`config.mk`:
```
export PLATFORM = sky130hd
export DESIGN_NAME = maint_scheduler
export DESIGN_NICKNAME = d
export VERILOG_FILES = /design/src/rtl/maint_sched_pkg.sv /design/src/rtl/maint_interval_timer.sv /design/src/rtl/maint_scheduler.sv
export SDC_FILE = /design/constraint.sdc
export NUM_CORES = 1
export LEC_CHECK = 0
export CAP_MARGIN = 25
export CORE_AREA = 2 2 79 81
export DETAILED_ROUTE_END_ITERATION = 16
export DIE_AREA = 0 0 81 83
export PLACE_DENSITY = 0.77
export SLEW_MARGIN = 10
export SYNTH_ARGS = -nofsm -noshare
export SYNTH_HDL_FRONTEND = slang
export SYNTH_SLANG_ARGS = --single-unit
```
`constraint.sdc`:
```
create_clock -name clk -period 2.67 [get_ports clk]
set_input_delay 0.4005 -clock clk [delete_from_list [all_inputs] [get_ports clk]]
set_output_delay 0.4005 -clock clk [all_outputs]
set_load 0.1 [all_outputs]
```
`src/rtl/maint_sched_pkg.sv`:
```
// Shared encodings for the DRAM maintenance scheduler: request types
// presented to the frontend and the scheduler FSM state codes.
package maint_sched_pkg;

    // Request type encodings on maint_type
    localparam logic [1:0] TYPE_REF = 2'd0;
    localparam logic [1:0] TYPE_ZQ  = 2'd1;
    localparam logic [1:0] TYPE_RD  = 2'd2;

    // Scheduler FSM state encodings
    localparam logic [1:0] ST_IDLE      = 2'd0;
    localparam logic [1:0] ST_REQ       = 2'd1;
    localparam logic [1:0] ST_WAIT_DONE = 2'd2;

    // Width of the owed-refresh counter (holds up to 15)
    localparam int PENDING_W = 4;

endpackage

```
`src/rtl/maint_interval_timer.sv`:
```
// Free-running interval counter: counts 0..INTERVAL-1 while enabled and
// raises wrap for the one cycle in which it rolls over to zero.
// clr has priority over en and suppresses the wrap pulse.
module maint_interval_timer #(
    parameter int INTERVAL = 16
) (
    input  logic clk,
    input  logic rst,
    input  logic en,
    input  logic clr,
    output logic wrap
);

    localparam int              CNT_W = (INTERVAL > 1) ? $clog2(INTERVAL) : 1;
    localparam logic [CNT_W-1:0] LAST  = CNT_W'(INTERVAL - 1);

    logic [CNT_W-1:0] count;

    // Interval counter: cleared on clr, advances and rolls over while enabled
    always_ff @(posedge clk or posedge rst) begin
        if (rst) begin
            count <= '0;
        end else if (clr) begin
            count <= '0;
        end else if (en) begin
            if (count == LAST) begin
                count <= '0;
            end else begin
                count <= count + CNT_W'(1);
            end
        end else begin
            count <= count;
        end
    end

    assign wrap = en & ~clr & (count == LAST);

endmodule

```
`src/rtl/maint_scheduler.sv`:
```
// DRAM maintenance scheduler. Three interval timers generate refresh,
// ZQ-calibration and periodic-read events; owed work is tracked and handed
// to the frontend through a req/ack/done handshake. Refreshes may be
// postponed up to MAX_REF_PENDING while a user program runs; at that limit
// the request becomes urgent and is issued regardless.
module maint_scheduler
    import maint_sched_pkg::*;
#(
    parameter int REF_INTERVAL    = 7800,
    parameter int ZQ_INTERVAL     = 128000,
    parameter int RD_INTERVAL     = 1000000,
    parameter int MAX_REF_PENDING = 8
) (
    input  logic                 clk,
    input  logic                 rst,
    input  logic                 init_calib_complete,
    input  logic                 aref_en,
    input  logic                 aref_en_valid,
    input  logic                 program_active,
    output logic                 maint_req,
    input  logic                 maint_ack,
    output logic [1:0]           maint_type,
    input  logic                 maint_done,
    output logic [PENDING_W-1:0] ref_pending,
    output logic                 urgent,
    output logic                 overflow_err
);

    localparam logic [PENDING_W-1:0] REF_MAX = PENDING_W'(MAX_REF_PENDING);

    logic [1:0]           state;
    logic [1:0]           state_next;
    logic [1:0]           type_next;
    logic                 ref_en;
    logic                 aref_valid_d;
    logic                 aref_val_d;
    logic                 ref_wrap;
    logic                 zq_wrap;
    logic                 rd_wrap;
    logic                 zq_pending;
    logic                 rd_pending;
    logic                 ref_clear;
    logic                 retire;
    logic                 ref_retire;
    logic                 zq_retire;
    logic                 rd_retire;
    logic                 ref_lost;
    logic [PENDING_W-1:0] ref_next;

    // Disabling auto-refresh wipes the owed count and restarts its timer;
    // losing calibration does the same for everything.
    assign ref_clear  = ~init_calib_complete | (aref_valid_d & ~aref_val_d);
    assign retire     = (state == ST_WAIT_DONE) & maint_done;
    assign ref_retire = retire & (maint_type == TYPE_REF);
    assign zq_retire  = retire & (maint_type == TYPE_ZQ);
    assign rd_retire  = retire & (maint_type == TYPE_RD);

    maint_interval_timer #(.INTERVAL(REF_INTERVAL)) u_ref_timer (
        .clk  (clk),
        .rst  (rst),
        .en   (init_calib_complete & ref_en),
        .clr  (ref_clear),
        .wrap (ref_wrap)
    );

    maint_interval_timer #(.INTERVAL(ZQ_INTERVAL)) u_zq_timer (
        .clk  (clk),
        .rst  (rst),
        .en   (init_calib_complete),
        .clr  (~init_calib_complete),
        .wrap (zq_wrap)
    );

    maint_interval_timer #(.INTERVAL(RD_INTERVAL)) u_rd_timer (
        .clk  (clk),
        .rst  (rst),
        .en   (init_calib_complete),
        .clr  (~init_calib_complete),
        .wrap (rd_wrap)
    );

    // Auto-refresh enable: the strobe and value are staged one cycle, then loaded
    always_ff @(posedge clk or posedge rst) begin
        if (rst) begin
            aref_valid_d <= 1'b0;
            aref_val_d   <= 1'b0;
            ref_en       <= 1'b1;
        end else begin
            aref_valid_d <= aref_en_valid;
            aref_val_d   <= aref_en;
            if (aref_valid_d) begin
                ref_en <= aref_val_d;
            end else begin
                ref_en <= ref_en;
            end
        end
    end

    // Next owed-refresh count: a wrap and a retire in the same cycle cancel out
    always_comb begin
        ref_next = ref_pending;
        ref_lost = 1'b0;
        if (ref_clear) begin
            ref_next = '0;
        end else if (ref_wrap && !ref_retire) begin
            if (ref_pending == REF_MAX) begin
                ref_lost = 1'b1;
            end else begin
                ref_next = ref_pending + PENDING_W'(1);
            end
        end else if (ref_retire && !ref_wrap && (ref_pending != '0)) begin
            ref_next = ref_pending - PENDING_W'(1);
        end else begin
            ref_next = ref_pending;
        end
    end

    // Owed-work bookkeeping; a flag set wins over a same-cycle retire
    always_ff @(posedge clk or posedge rst) begin
        if (rst) begin
            ref_pending  <= '0;
            urgent       <= 1'b0;
            overflow_err <= 1'b0;
            zq_pending   <= 1'b0;
            rd_pending   <= 1'b0;
        end else begin
            ref_pending  <= ref_next;
            urgent       <= (ref_next == REF_MAX);
            overflow_err <= overflow_err | ref_lost;
            if (!init_calib_complete) begin
                zq_pending <= 1'b0;
                rd_pending <= 1'b0;
            end else begin
                zq_pending <= zq_wrap | (zq_pending & ~zq_retire);
                rd_pending <= rd_wrap | (rd_pending & ~rd_retire);
            end
        end
    end

    // Request selection and handshake sequencing
    always_comb begin
        state_next = state;
        type_next  = maint_type;
        case (state)
            ST_IDLE: begin
                if (!init_calib_complete) begin
                    state_next = ST_IDLE;
                end else if (urgent) begin
                    state_next = ST_REQ;
                    type_next  = TYPE_REF;
                end else if (program_active) begin
                    state_next = ST_IDLE;
                end else if (ref_pending != '0) begin
                    state_next = ST_REQ;
                    type_next  = TYPE_REF;
                end else if (zq_pending) begin
                    state_next = ST_REQ;
                    type_next  = TYPE_ZQ;
                end else if (rd_pending) begin
                    state_next = ST_REQ;
                    type_next  = TYPE_RD;
                end else begin
                    state_next = ST_IDLE;
                end
            end
            ST_REQ: begin
                if (!init_calib_complete) begin
                    state_next = ST_IDLE;
                end else if (maint_ack) begin
                    state_next = ST_WAIT_DONE;
                end else begin
                    state_next = ST_REQ;
                end
            end
            ST_WAIT_DONE: begin
                if (maint_done) begin
                    state_next = ST_IDLE;
                end else begin
                    state_next = ST_WAIT_DONE;
                end
            end
            default: begin
                state_next = ST_IDLE;
                type_next  = TYPE_REF;
            end
        endcase
    end

    // FSM state and registered request outputs
    always_ff @(posedge clk or posedge rst) begin
        if (rst) begin
            state      <= ST_IDLE;
            maint_req  <= 1'b0;
            maint_type <= TYPE_REF;
        end else begin
            state      <= state_next;
            maint_req  <= (state_next == ST_REQ);
            maint_type <= type_next;
        end
    end

endmodule

```
==> metrics.csv <==
metric;value;unit
hold_path.class;in2async;
setup_ws;0.212;ns
yosys_warnings;0;
hold_violations;0;
period_needed;2.46;ns
clk_pin_slew;0.06;ns
synthDistinctLibCells;51;
p_total;1910;uW
irDropWorstVdd;326;uV
met3_length;272;um
holdBufCountCts;0;
fin_cells;450;
clk-insertion-delay-late;0.33;ns
htreeDepth;3;
cts_buffers;9;
wire_per_inst;13.9;um
nFillCells;490;
io_buffers;16;
die_y;83;um
yosys.area.top_type;dfrtp_1;
ys_seq_area_share;48.7;%
post-route-drc-count;0;
mostFrequentLayoutCell;dfrtp_1;
n_antenna_cell;0;
skew;0.00608;ns
syn_area_per_cell;9.75;um2
final_util;65.1;%
synthesis.area;3390;um2
status;completed;
die_w;81;um
leakage;0.00169;uW
grt_max_degree;67;
drv_cap;0;
arrival;2.64;ns
endpoint_kind;flop;
root_buffer;clkbuf_8;
grt_usage;20.4;%
row_count;28;
tritoncts;done;
synth-edff-count;0;
tightest_slew;0.702;ns
ys_async_sr_fraction;100;%
clock_path_buffers;2;
rsz0062_at_grt;no;
setup_violations;0;
drive_gt1_share;9.60;%
antenna_found_initial;0;
area_growth;11.5;%
cts_sinks;66;
dpl_worst_slack;0.265;ns
cp-start-kind;flop;
place_hpwl;4400;um
syn_inst;348;
ant_nets;0;
required;2.85;ns
dp_cells;434;
p_per_area;503;nW/um2
synthFlopType;dfrtp_1;
top_layer;met4;
pin_count;17;
core-area;5820;um2
route.met2.wl;2970;um
slew_headroom;53.2;%
vias_per_cell;5.70;
reg2reg_depth;6;
totalWireLength;6270;um
place_congestion;0.848;
synth_top_area_share;47.9;%
cts_resized;0;
die_area;6720;um2
crit_fanout;19;
vias;2566;
grt_pass1_wl;10800;um
layout_common_cells;65 x dfrtp_1, 61 x nor2_1, 33 x nand2_1, 22 x xor2_1, 19 x nand3_1;
start_util;58.4;%
met1Wirelength;2960;um
slew_violations;0;
period_share;92.0;%
nets;388;
ys_ff_latch;66;
post_cts_buffers;0;
dr.pass1.iters;4;
worst-setup-path-type;reg2reg;
fmax;0.407;GHz
drtIter0Drc;177;
synth_area_leaders;dfrtp_1 48%, nor2_1 6.7%, xor2_1 5.7%;
grt-ovfl-total;0;
syn_nets;366;
final.setup.tns;0;ns
grt_pass1_vias;2474;
report_power, final:
group	leakage (uW)	switching, uW	total (uW)	internal [uW]
clock	0.0000817	343	706	363
sequential	0.000906	21.2	1040	1020
combinational	0.000700	110	158	48.5
synthesized netlist by cell type (2+ instances only):
| master | n |
|---|---|
| dfrtp_1 | 65 |
| nor2_1 | 61 |
| nand2_1 | 33 |
| xor2_1 | 22 |
| nand3_1 | 19 |
| o21ai_0 | 16 |
| xnor2_1 | 14 |
| nand4_1 | 11 |
| ha_1 | 10 |
| inv_1 | 9 |
| and3_1 | 8 |
| and2_1 | 7 |
| nor3_1 | 6 |
| clkbuf_1 | 5 |
| and4_1 | 4 |
| mux2_2 | 4 |
| nand2b_1 | 4 |
| o31ai_1 | 4 |
| nor4_1 | 3 |
| a21boi_0 | 2 |
| a21o_1 | 2 |
| a21oi_1 | 2 |
| buf_2 | 2 |
| mux2i_1 | 2 |
| nand4b_1 | 2 |
| nor2b_1 | 2 |
| nor3b_1 | 2 |
| nor4bb_1 | 2 |
| o2111ai_1 | 2 |
| o41ai_1 | 2 |
worst max-delay path: stages, from the launching register on:
cell and delay (ns):
dfrtp_1 0.46, or4b_4 0.53, nor3_4 0.28, nand2b_1 0.61, nor2b_1 0.09, o21ai_0 0.22, o31ai_1 0.12
flip-flops by register name, indices dropped and copies added (netlist names):
name,count
u_rd_timer.count,20
u_zq_timer.count,17
u_ref_timer.count,13
ref_pending,4
maint_type,2
state,2
aref_val_d,1
aref_valid_d,1
maint_req,1
overflow_err,1
rd_pending,1
ref_en,1
urgent,1
zq_pending,1
logic make-up after synthesis:
group | synth area share, %
AOI/OAI and AO/OA | 8.44
and+or+nand+nor | 25.9
DFF | 48.7
buffers and inverters | 2.06
xor gates and xnor gates | 9.29
muxes | 1.92
adders and majority gates | 3.69
final timing paths:
check / start / to / slack [ns]
max reg2reg: u_ref_timer.count[3]$_DFFE_PP0P_ / u_ref_timer.count[3]$_DFFE_PP0P_ / 0.21
min: rst / aref_val_d$_DFF_PP0_ / 0.45
max: u_ref_timer.count[3]$_DFFE_PP0P_ / u_ref_timer.count[3]$_DFFE_PP0P_ / 0.21
min in group clk: u_rd_timer.count[0]$_DFF_PP0_ / u_rd_timer.count[0]$_DFF_PP0_ / 0.46
max in group asynchronous: rst / ref_en$_DFFE_PP1P_ / 1.90
min reg2reg: u_rd_timer.count[0]$_DFF_PP0_ / u_rd_timer.count[0]$_DFF_PP0_ / 0.46
metal layers:
metal / GRT usage, % / vias to the layer above
met3: 4.78 / 7
met1: 27.8 / 1254
li1: - / 1252
met2: 31.7 / 53
met4: 7.40 / 0
met5: 0 / -
area by class of cell:
class	instances	area, um2	area share (%)
Multi-Input combinational cell	265	1670	44.2
Sequential cell	66	1650	43.7
Timing Repair Buffer	19	173	4.56
Clock buffer	15	156	4.13
Tap cell	75	93.8	2.48
Inverter	9	33.8	0.892
Clock inverter	1	5.00	0.132
stage by stage:
step	area [um2]	hold slack, ns
after global placement	3620	0.446
after floorplan	3390	0.424
final	3790	0.454
after detailed placement	3620	0.450
after CTS	3790	0.459
after global routing	3790	0.481
Note: power is estimated with default switching activity, not from simulation.
